[config.mk]
export PLATFORM = sky130hd
export DESIGN_NAME = cal_fifo_drain_arbiter
export DESIGN_NICKNAME = d
export VERILOG_FILES = /design/src/rtl/cal_fifo_drain_arbiter.sv
export SDC_FILE = /design/constraint.sdc
export NUM_CORES = 1
export LEC_CHECK = 0
export BUFFER_PORTS_ARGS = -buffer_cell sky130_fd_sc_hd__buf_2
export CAP_MARGIN = 10
export CORE_MARGIN = 2
export CORE_UTILIZATION = 48
export DETAILED_ROUTE_END_ITERATION = 6
export PLACE_DENSITY = 0.81
export SYNTH_ARGS = -nofsm -noshare
export SYNTH_HDL_FRONTEND = slang
export SYNTH_SLANG_ARGS = --single-unit
[constraint.sdc]
create_clock -name clk -period 2.26 [get_ports clk]
set_input_delay 0.452 -clock clk [delete_from_list [all_inputs] [get_ports clk]]
set_output_delay 0.452 -clock clk [all_outputs]
set_load 0.005 [all_outputs]
[src/rtl/cal_fifo_drain_arbiter.sv]
// Round-robin burst drain of NCH FWFT FIFOs into one framed valid/ready stream.
// Optional CAL_DRAIN_WATERMARK_EN: requests require !fifo_aempty, with a 256-cycle fallback.
module cal_fifo_drain_arbiter #(
   parameter int NCH       = 4,
   parameter int DW        = 32,
   parameter int BURST_LEN = 16,
   parameter int CW        = 2
) (
   input  logic              clk,
   input  logic              aresetn,
   input  logic              enable,
   input  logic [NCH-1:0]    fifo_empty,
   input  logic [NCH-1:0]    fifo_aempty,
   input  logic [NCH*DW-1:0] fifo_dout,
   output logic [NCH-1:0]    fifo_rd_en,
   output logic [DW-1:0]     m_data,
   output logic [CW-1:0]     m_chan,
   output logic              m_sop,
   output logic              m_eop,
   output logic              m_valid,
   input  logic              m_ready,
   output logic              busy,
   output logic [15:0]       pkt_cnt
);

   localparam int BCW = $clog2(BURST_LEN + 1);

   typedef enum logic [1:0] {S_IDLE, S_ARB, S_BURST, S_DRAIN} state_t;

   state_t          state;
   logic [CW-1:0]   ptr;
   logic [CW-1:0]   grant;
   logic [BCW-1:0]  burst_cnt;
   logic            first_p0;
   logic            vld_p0;
   logic [DW-1:0]   data_p0;
   logic            vld_p1;
   logic [DW-1:0]   data_p1;
   logic [CW-1:0]   chan_p1;
   logic            sop_p1;
   logic            eop_p1;

   logic [NCH-1:0]  req;
   logic            arb_hit;
   logic [CW-1:0]   arb_sel;
   logic [DW-1:0]   dout_sel;
   logic            out_free;
   logic            move;
   logic            pop;
   logic            eop_now;

`ifdef CAL_DRAIN_WATERMARK_EN
   logic [8:0] wait_cnt;

   // wait_cnt[8] marks 256 cycles of data waiting below the watermark
   assign req = wait_cnt[8] ? ~fifo_empty : (~fifo_empty & ~fifo_aempty);

   always_ff @(posedge clk or negedge aresetn) begin
      if (!aresetn) begin
         wait_cnt <= '0;
      end else if ((state == S_ARB && enable && arb_hit) || (&fifo_empty)) begin
         wait_cnt <= '0;
      end else if ((state == S_IDLE || state == S_ARB) && !wait_cnt[8]) begin
         wait_cnt <= wait_cnt + 9'd1;
      end
   end
`else
   logic unused_aempty;

   assign req          = ~fifo_empty;
   assign unused_aempty = ^fifo_aempty;
`endif

   always_comb begin
      logic [CW-1:0] idx;
      idx     = '0;
      arb_hit = 1'b0;
      arb_sel = '0;
      for (int i = 1; i <= NCH; i++) begin
         idx = CW'((int'(ptr) + i) % NCH);
         if (!arb_hit && req[idx]) begin
            arb_hit = 1'b1;
            arb_sel = idx;
         end
      end
   end

   always_comb begin
      dout_sel = '0;
      for (int k = 0; k < NCH; k++) begin
         if (grant == CW'(k)) dout_sel = fifo_dout[k*DW +: DW];
      end
   end

   assign out_free = !vld_p1 || m_ready;
   assign move     = vld_p0 && out_free;
   assign pop      = (state == S_BURST) && !fifo_empty[grant] && (!vld_p0 || out_free)
                     && (burst_cnt < BCW'(BURST_LEN));
   // When the held word leaves, nothing follows it if the burst is full or the FIFO ran dry
   assign eop_now  = (burst_cnt == BCW'(BURST_LEN)) || fifo_empty[grant];

   always_comb begin
      fifo_rd_en = '0;
      if (pop) fifo_rd_en[grant] = 1'b1;
   end

   // Stage p0: hold register fed straight from the granted FIFO
   always_ff @(posedge clk) begin
      if (pop) data_p0 <= dout_sel;
   end

   always_ff @(posedge clk or negedge aresetn) begin
      if (!aresetn) begin
         state     <= S_IDLE;
         ptr       <= CW'(NCH - 1);
         grant     <= '0;
         busy      <= 1'b0;
         burst_cnt <= '0;
         first_p0  <= 1'b0;
         vld_p0    <= 1'b0;
         vld_p1    <= 1'b0;
         data_p1   <= '0;
         chan_p1   <= '0;
         sop_p1    <= 1'b0;
         eop_p1    <= 1'b0;
         pkt_cnt   <= '0;
      end else begin
         // Stage p1: output register, only reloaded once its word is gone
         if (vld_p1 && m_ready) vld_p1 <= 1'b0;
         if (move) begin
            vld_p1   <= 1'b1;
            data_p1  <= data_p0;
            chan_p1  <= grant;
            sop_p1   <= first_p0;
            eop_p1   <= eop_now;
            first_p0 <= 1'b0;
         end

         if (pop)       vld_p0 <= 1'b1;
         else if (move) vld_p0 <= 1'b0;

         if (pop) burst_cnt <= burst_cnt + 1'b1;

         case (state)
            S_IDLE: begin
               if (enable) state <= S_ARB;
            end
            S_ARB: begin
               if (enable && arb_hit) begin
                  grant     <= arb_sel;
                  ptr       <= arb_sel;
                  busy      <= 1'b1;
                  burst_cnt <= '0;
                  first_p0  <= 1'b1;
                  state     <= S_BURST;
               end else begin
                  state <= S_IDLE;
               end
            end
            S_BURST: begin
               if (move && eop_now) state <= S_DRAIN;
            end
            S_DRAIN: begin
               if (vld_p1 && m_ready && eop_p1) begin
                  busy    <= 1'b0;
                  pkt_cnt <= pkt_cnt + 16'd1;
                  state   <= enable ? S_ARB : S_IDLE;
               end
            end
            default: state <= S_IDLE;
         endcase
      end
   end

   assign m_valid = vld_p1;
   assign m_data  = data_p1;
   assign m_chan  = chan_p1;
   assign m_sop   = sop_p1;
   assign m_eop   = eop_p1;

endmodule

After elaboration in Yosys (flattened, before gate mapping)
Cells that the tools add are included.
{"block": "word_totals", "in_bits": 140, "out_inout_bits": 58, "word_cells": 113, "ff_bits": 99}
{"block": "op_classes", "n_mux": 44, "n_reduce_logical": 30, "eq_ne": 11, "n_bitwise": 1, "order_cmp": 7, "addsub": 6}
{"op": "$mux W32", "count": 4}
{"op": "$mux W1", "count": 20}
{"op": "$add A16 B1 Y16 const B", "count": 1}
{"op": "$mux W2", "count": 8}
{"op": "$lt A2 B3 Y1 const B", "count": 5}
{"op": "$mux W5", "count": 3}
{"op": "$logic_and A1 B1 Y1", "count": 12}
{"op": "$bmux W1 S2", "count": 5}
{"op": "$eq A2 B2 Y1 const B", "count": 4}
{"op": "$pmux W2 S4", "count": 1}
{"op": "$logic_not A1 Y1", "count": 6}
{"op": "$ne A2 B2 Y1 const B", "count": 3}
{"op": "$reduce_and A3 Y1", "count": 2}
{"op": "$reduce_bool A2 Y1", "count": 3}
{"op": "$add A5 B1 Y5 const B", "count": 1}
{"op": "$eq A5 B5 Y1 const B", "count": 1}
{"op": "$lt A5 B5 Y1 const B", "count": 1}
{"op": "$add A2 B1 Y2 const B", "count": 2}
{"op": "$add A2 B2 Y2 const B", "count": 2}
{"op": "$eq A2 B1 Y1 const B", "count": 2}
{"op": "$logic_not A2 Y1", "count": 2}
{"op": "$mux W4", "count": 1}
{"op": "$not A4 Y4", "count": 1}
{"op": "$reduce_and A2 Y1", "count": 2}
{"op": "5 further kinds", "count": 7}

Logic depth before layout (Yosys ltp)
{"block": "logic_depth", "word_depth": 16, "ltp_mapped": 6, "mapped_depth_nobuf": 6}

Worst setup path after synthesis
Ideal clock, no wire load.
{"block": "synth_path", "kind": "input port to output port", "start": "input port fifo_empty[3]", "end": "output port fifo_rd_en[0]", "required_time_ns": 1.808, "stages": 4, "path_buffers": 1, "setup_slack_ns": 0.051, "arrival_time_ns": 1.757, "cell_sequence": "mux4_2 > nor3_2 > buf_4 > nor3b_2"}
{"block": "synth_between", "elab_chain_len": 7}
{"item": "start, declared", "line_no": "12", "rtl": "input logic [NCH-1:0] fifo_empty,"}
{"item": "$bmux W1 S2", "line_no": "97", "rtl": "assign pop = (state == S_BURST) && !fifo_empty[grant] && (!vld_p0 || out_free)"}
{"item": "$mux W1 (implied by the code)", "line_no": "97"}
{"item": "$logic_not A1 Y1", "line_no": "97"}
{"item": "$logic_and A1 B1 Y1 (2 in series)", "line_no": "97"}
{"item": "$logic_and A1 B1 Y1", "line_no": "98", "rtl": "&& (burst_cnt < BCW'(BURST_LEN));"}
{"item": "net pop", "line_no": "49", "rtl": "logic pop;"}
{"item": "$mux W4", "line_no": "104", "rtl": "if (pop) fifo_rd_en[grant] = 1'b1;"}
{"item": "end, declared", "line_no": "15", "rtl": "output logic [NCH-1:0] fifo_rd_en,"}
The timed path passes the listed nets, and every way through them passes these cells. The select of a mux whose other input is x is not followed.

Worst setup path after layout
{"block": "layout_path", "start": "register grant[0]", "end": "output port fifo_rd_en[0]"}
{"block": "layout_between", "elab_chain_len": 7, "word_cells_on_any_way": 12, "classes_between": "2 x order compare; 5 x mux; 5 x reduce/logical"}
{"item": "start, declared", "line_no": "32", "rtl": "logic [CW-1:0] grant;"}
{"item": "start signal, assigned", "line_no": "150", "rtl": "grant <= arb_sel;"}
{"item": "parallel branches: the longest is 6 deep, another holds $lt A2 B3 Y1"}
{"item": "$mux W4 *", "line_no": "104"}
Mark *: on every way between the ends. The select of a mux whose other input is x is not followed.

==> qor.csv <==
metric,value,unit
status,finished clean,
first_global_vias,3333,
yosys.area_share.simple,8.136,%
pin_count,198,
num_rows,35,
fin_cells,634,
busiest_layer,met2,
clkTransAtPathRegs,100,ps
worst_pin_slew,859.7,ps
maxSlewHeadroom,42.68,%
via_per_inst,5.331,
wirelength,10.85,mm
met1_usage,25.25,%
grt_max_degree,68,
crit_cells,4,
htreeDepth,3,
io_buffer_count,193,
synth_compound_area_share,2.993,%
postCtsHoldBufs,0,
fin_util,64.02,%
ir_drop,0.6561,mV
grt_pass1_wl,16.28,mm
cpPeakStageDelay,550,ps
cp_max_fo,5,
nFillCells,739,
hold_path.class,input pin to asynchronous set/reset pin,
drtAntennaViolNets,0,
syn_inst,301,
criticalPathCategory,flop to primary output,
die_w,101.9,um
fmax,444.3,MHz
async_flop_share,67.68,%
drtIter0Drc,108,
crit_slowest_cell,mux4_2,
synth_edf_count,32,
grt_use_met2,37.30,%
track_usage,20.93,%
root_buffer,clkbuf_8,
core,9284,um^2
synthAdderAreaFrac,0.8163,%
use_met3,4.788,%
maxCapViolCount,0,
ys.flop_type,dfrtp_1,
finalHoldViolations,0,
nets,643,
clock_latency,350,ps
setup_viol,0,
fin_crit_sh,99.60,%
drc,0,
seqPwrFrac,45.0,%
area_delta_synth_final,29.25,%
cts.path.max_buffers,2,
cp_data_arrival_time,1800,ps
timing.hold.ws,203.0,ps
design.die.area,10380,um^2
synth_top_family_by_area,multiplexers,
combPwrFrac,39.3,%
skew,6.135,ps
endpoint_kind,primary output,
cts.sinks,99,
ys_ff_latch,99,
internal_power,0.004529,W
p_sw,0.002190,W
clkPwrFrac,15.7,%
switching_share,32.59,%
syn_nets,444,
place_inst,615,
cts_tree,yes,
cp.required,1810,ps
layout-drive-gt1-share,55.64,%
place.gp.congestion,0.7958,
synth_xor_area_share,3.238,%
vias,3380,
diodes,0,
r2r_cells,7,
detail_route.wl_per_cell,17.11,um
ys_warn_count,0,
power_density,1131,nW/um^2
dp_hpwl,8.079,mm
initial_core_util,49.53,%
dr.pass1.iters,7,
muxShareOfSynthArea,25.20,%
ys_seq_area_share,57.41,%
start_kind,flop,
yosysUniqueCellTypes,46,
overflow,0,
finalMaxSlewViolations,0,
antenna_found_initial,0,
rsz0062_at_grt,yes,
crit_buf_inv,1,
die_h,101.9,um
cp_cell_sequence,mux4_2 -> nor3_4 -> nor3b_2 -> buf_2,
syn_avg_cell_area,15.28,um^2
leakage,2.758,nW
min_period,2251,ps
syn_area,4598,um^2
crit_family,multiplexers,
numCtsBuffers,9,
## synthesized netlist by cell type (2+ instances only)
| cell type | instances | area share, % |
|---|---|---|
| xor2_1 | 9 | 1.7 |
| and4_1 | 4 | 0.76 |
| nand4_1 | 6 | 0.82 |
| buf_4 | 2 | 0.33 |
| edfxtp_1 | 32 | 21 |
| clkbuf_1 | 7 | 0.57 |
| buf_2 | 6 | 0.65 |
| and3b_1 | 2 | 0.38 |
| dfrtp_1 | 65 | 35 |
| xnor2_1 | 8 | 1.5 |
| nand3_1 | 8 | 0.87 |
| nor2_1 | 11 | 0.90 |
| and3_1 | 3 | 0.41 |
| mux2_1 | 18 | 4.4 |
| o22ai_1 | 2 | 0.27 |
| mux4_2 | 33 | 16 |
| o21ai_1 | 4 | 0.44 |
| nand2_1 | 21 | 1.7 |
| nand2b_1 | 2 | 0.27 |
| nor3_1 | 4 | 0.44 |
| ha_1 | 3 | 0.82 |
| inv_1 | 6 | 0.49 |
| mux2_2 | 18 | 4.4 |
| o32a_1 | 2 | 0.44 |
| a21o_1 | 2 | 0.33 |
| a31oi_1 | 2 | 0.27 |
| dfstp_2 | 2 | 1.1 |
## routing by layer
metal | part of all wire, % | vias up
li1 | - | 1538
met1 | 38 | 1698
met5 | 0 | -
met2 | 54 | 130
met4 | 1.5 | 0
met3 | 5.9 | 14
## power groups by stage
| stage | registers (W) | logic, W | clock network (W) |
|---|---|---|---|
| 2_1_floorplan | 0.00302 | 0.00166 | 0 |
| 3_3_place_gp | 0.00303 | 0.00252 | 0 |
| 3_5_place_dp | 0.00307 | 0.00263 | 0 |
| 4_1_cts | 0.00303 | 0.00268 | 0.00109 |
| 5_1_grt | 0.00312 | 0.00289 | 0.00116 |
| 6_report | 0.00303 | 0.00264 | 0.00106 |
## metrics by stage
stage | power [W] | setup WS [ps] | setup TNS [ps] | area [um^2]
5_1_grt | 0.007164 | -133.7 | -353.2 | 5943
3_5_place_dp | 0.005699 | 89.78 | 0 | 5737
4_1_cts | 0.006803 | -15.38 | -15.38 | 5936
3_3_place_gp | 0.005552 | 121.6 | 0 | 5737
6_report | 0.006720 | 9.151 | 0 | 5943
2_1_floorplan | 0.004679 | 50.95 | 0 | 4598
## path summary, 6_finish.rpt
| check | startpoint | endpoint | slack, ps |
|---|---|---|---|
| max in group asynchronous | aresetn | grant[1]$_DFFE_PN0P_ | 1470 |
| hold reg to reg | data_p0[24]$_DFFE_PP_ | m_data[24]$_DFFE_PN0P_ | 460 |
| hold / removal | aresetn | m_data[0]$_DFFE_PN0P_ | 200 |
| setup / recovery | grant[0]$_DFFE_PN0P_ | fifo_rd_en[0] | 9 |
| min in group clk | data_p0[24]$_DFFE_PP_ | m_data[24]$_DFFE_PN0P_ | 460 |
| setup reg to reg | grant[0]$_DFFE_PN0P_ | burst_cnt[2]$_DFF_PN0_ | 360 |
## sequential cells by signal, summed over array words and instances, names as in the netlist, named ones only
| name | flops |
|---|---|
| m_valid | 1 |
| m_chan | 2 |
| m_data | 32 |
| first_p0 | 1 |
| m_sop | 1 |
| ptr | 2 |
| pkt_cnt | 16 |
| grant | 2 |
| state | 1 |
| m_eop | 1 |
| data_p0 | 32 |
| burst_cnt | 5 |
| busy | 1 |
| vld_p0 | 1 |
## cell type report
| class | instances | area [um^2] | area share, % |
|---|---|---|---|
| clock buffer | 9 | 123.9 | 2.084 |
| clock inverter | 7 | 57.56 | 0.9684 |
| inverter | 7 | 26.28 | 0.4421 |
| multi-input combinational | 179 | 1868 | 31.43 |
| sequential | 99 | 2643 | 44.46 |
| tap | 129 | 161.4 | 2.716 |
| timing repair buffer | 204 | 1064 | 17.89 |
## layout by cell type, fill, tap and decap left out, types with 2 or more instances in the layout
cell,n
a21o_1,2
a31oi_1,2
and3_1,3
and3b_1,2
and4_1,4
buf_2,192
buf_4,11
clkbuf_8,9
clkinvlp_4,2
dfrtp_1,63
dfrtp_2,2
dfstp_2,2
edfxtp_1,32
ha_1,3
inv_1,6
inv_6,3
mux2_1,18
mux2_2,18
mux4_2,33
nand2_1,20
nand2b_1,2
nand3_1,8
nand4_1,6
nor2_1,11
nor3_1,4
o21ai_1,4
o22ai_1,2
o32a_1,2
xnor2_1,8
xor2_1,9
## worst reg2reg max path, stage by stage (launching register included)
cell and delay [ps]:
dfrtp_2 390, mux4_2 550, nor3_4 200, buf_4 150
buf_4 110, buf_12 170, nand2_1 110, mux2i_1 120
## what timing repair did
action / 4_1_cts / 5_1_grt
setup buffers: 2 / 1
pin swaps: 1 / 0
setup endpoints to repair: 4 / 4
gates resized for setup: 1 / 0
## cell families after synthesis
logic type / after synthesis
DFF: 99
xor gates and xnor gates: 17
muxes: 70
adders and majority gates: 3
buffers and inverters: 23
AOI/OAI and AO/OA: 20
and+or+nand+nor: 69
(Power assumes the default switching activity.)
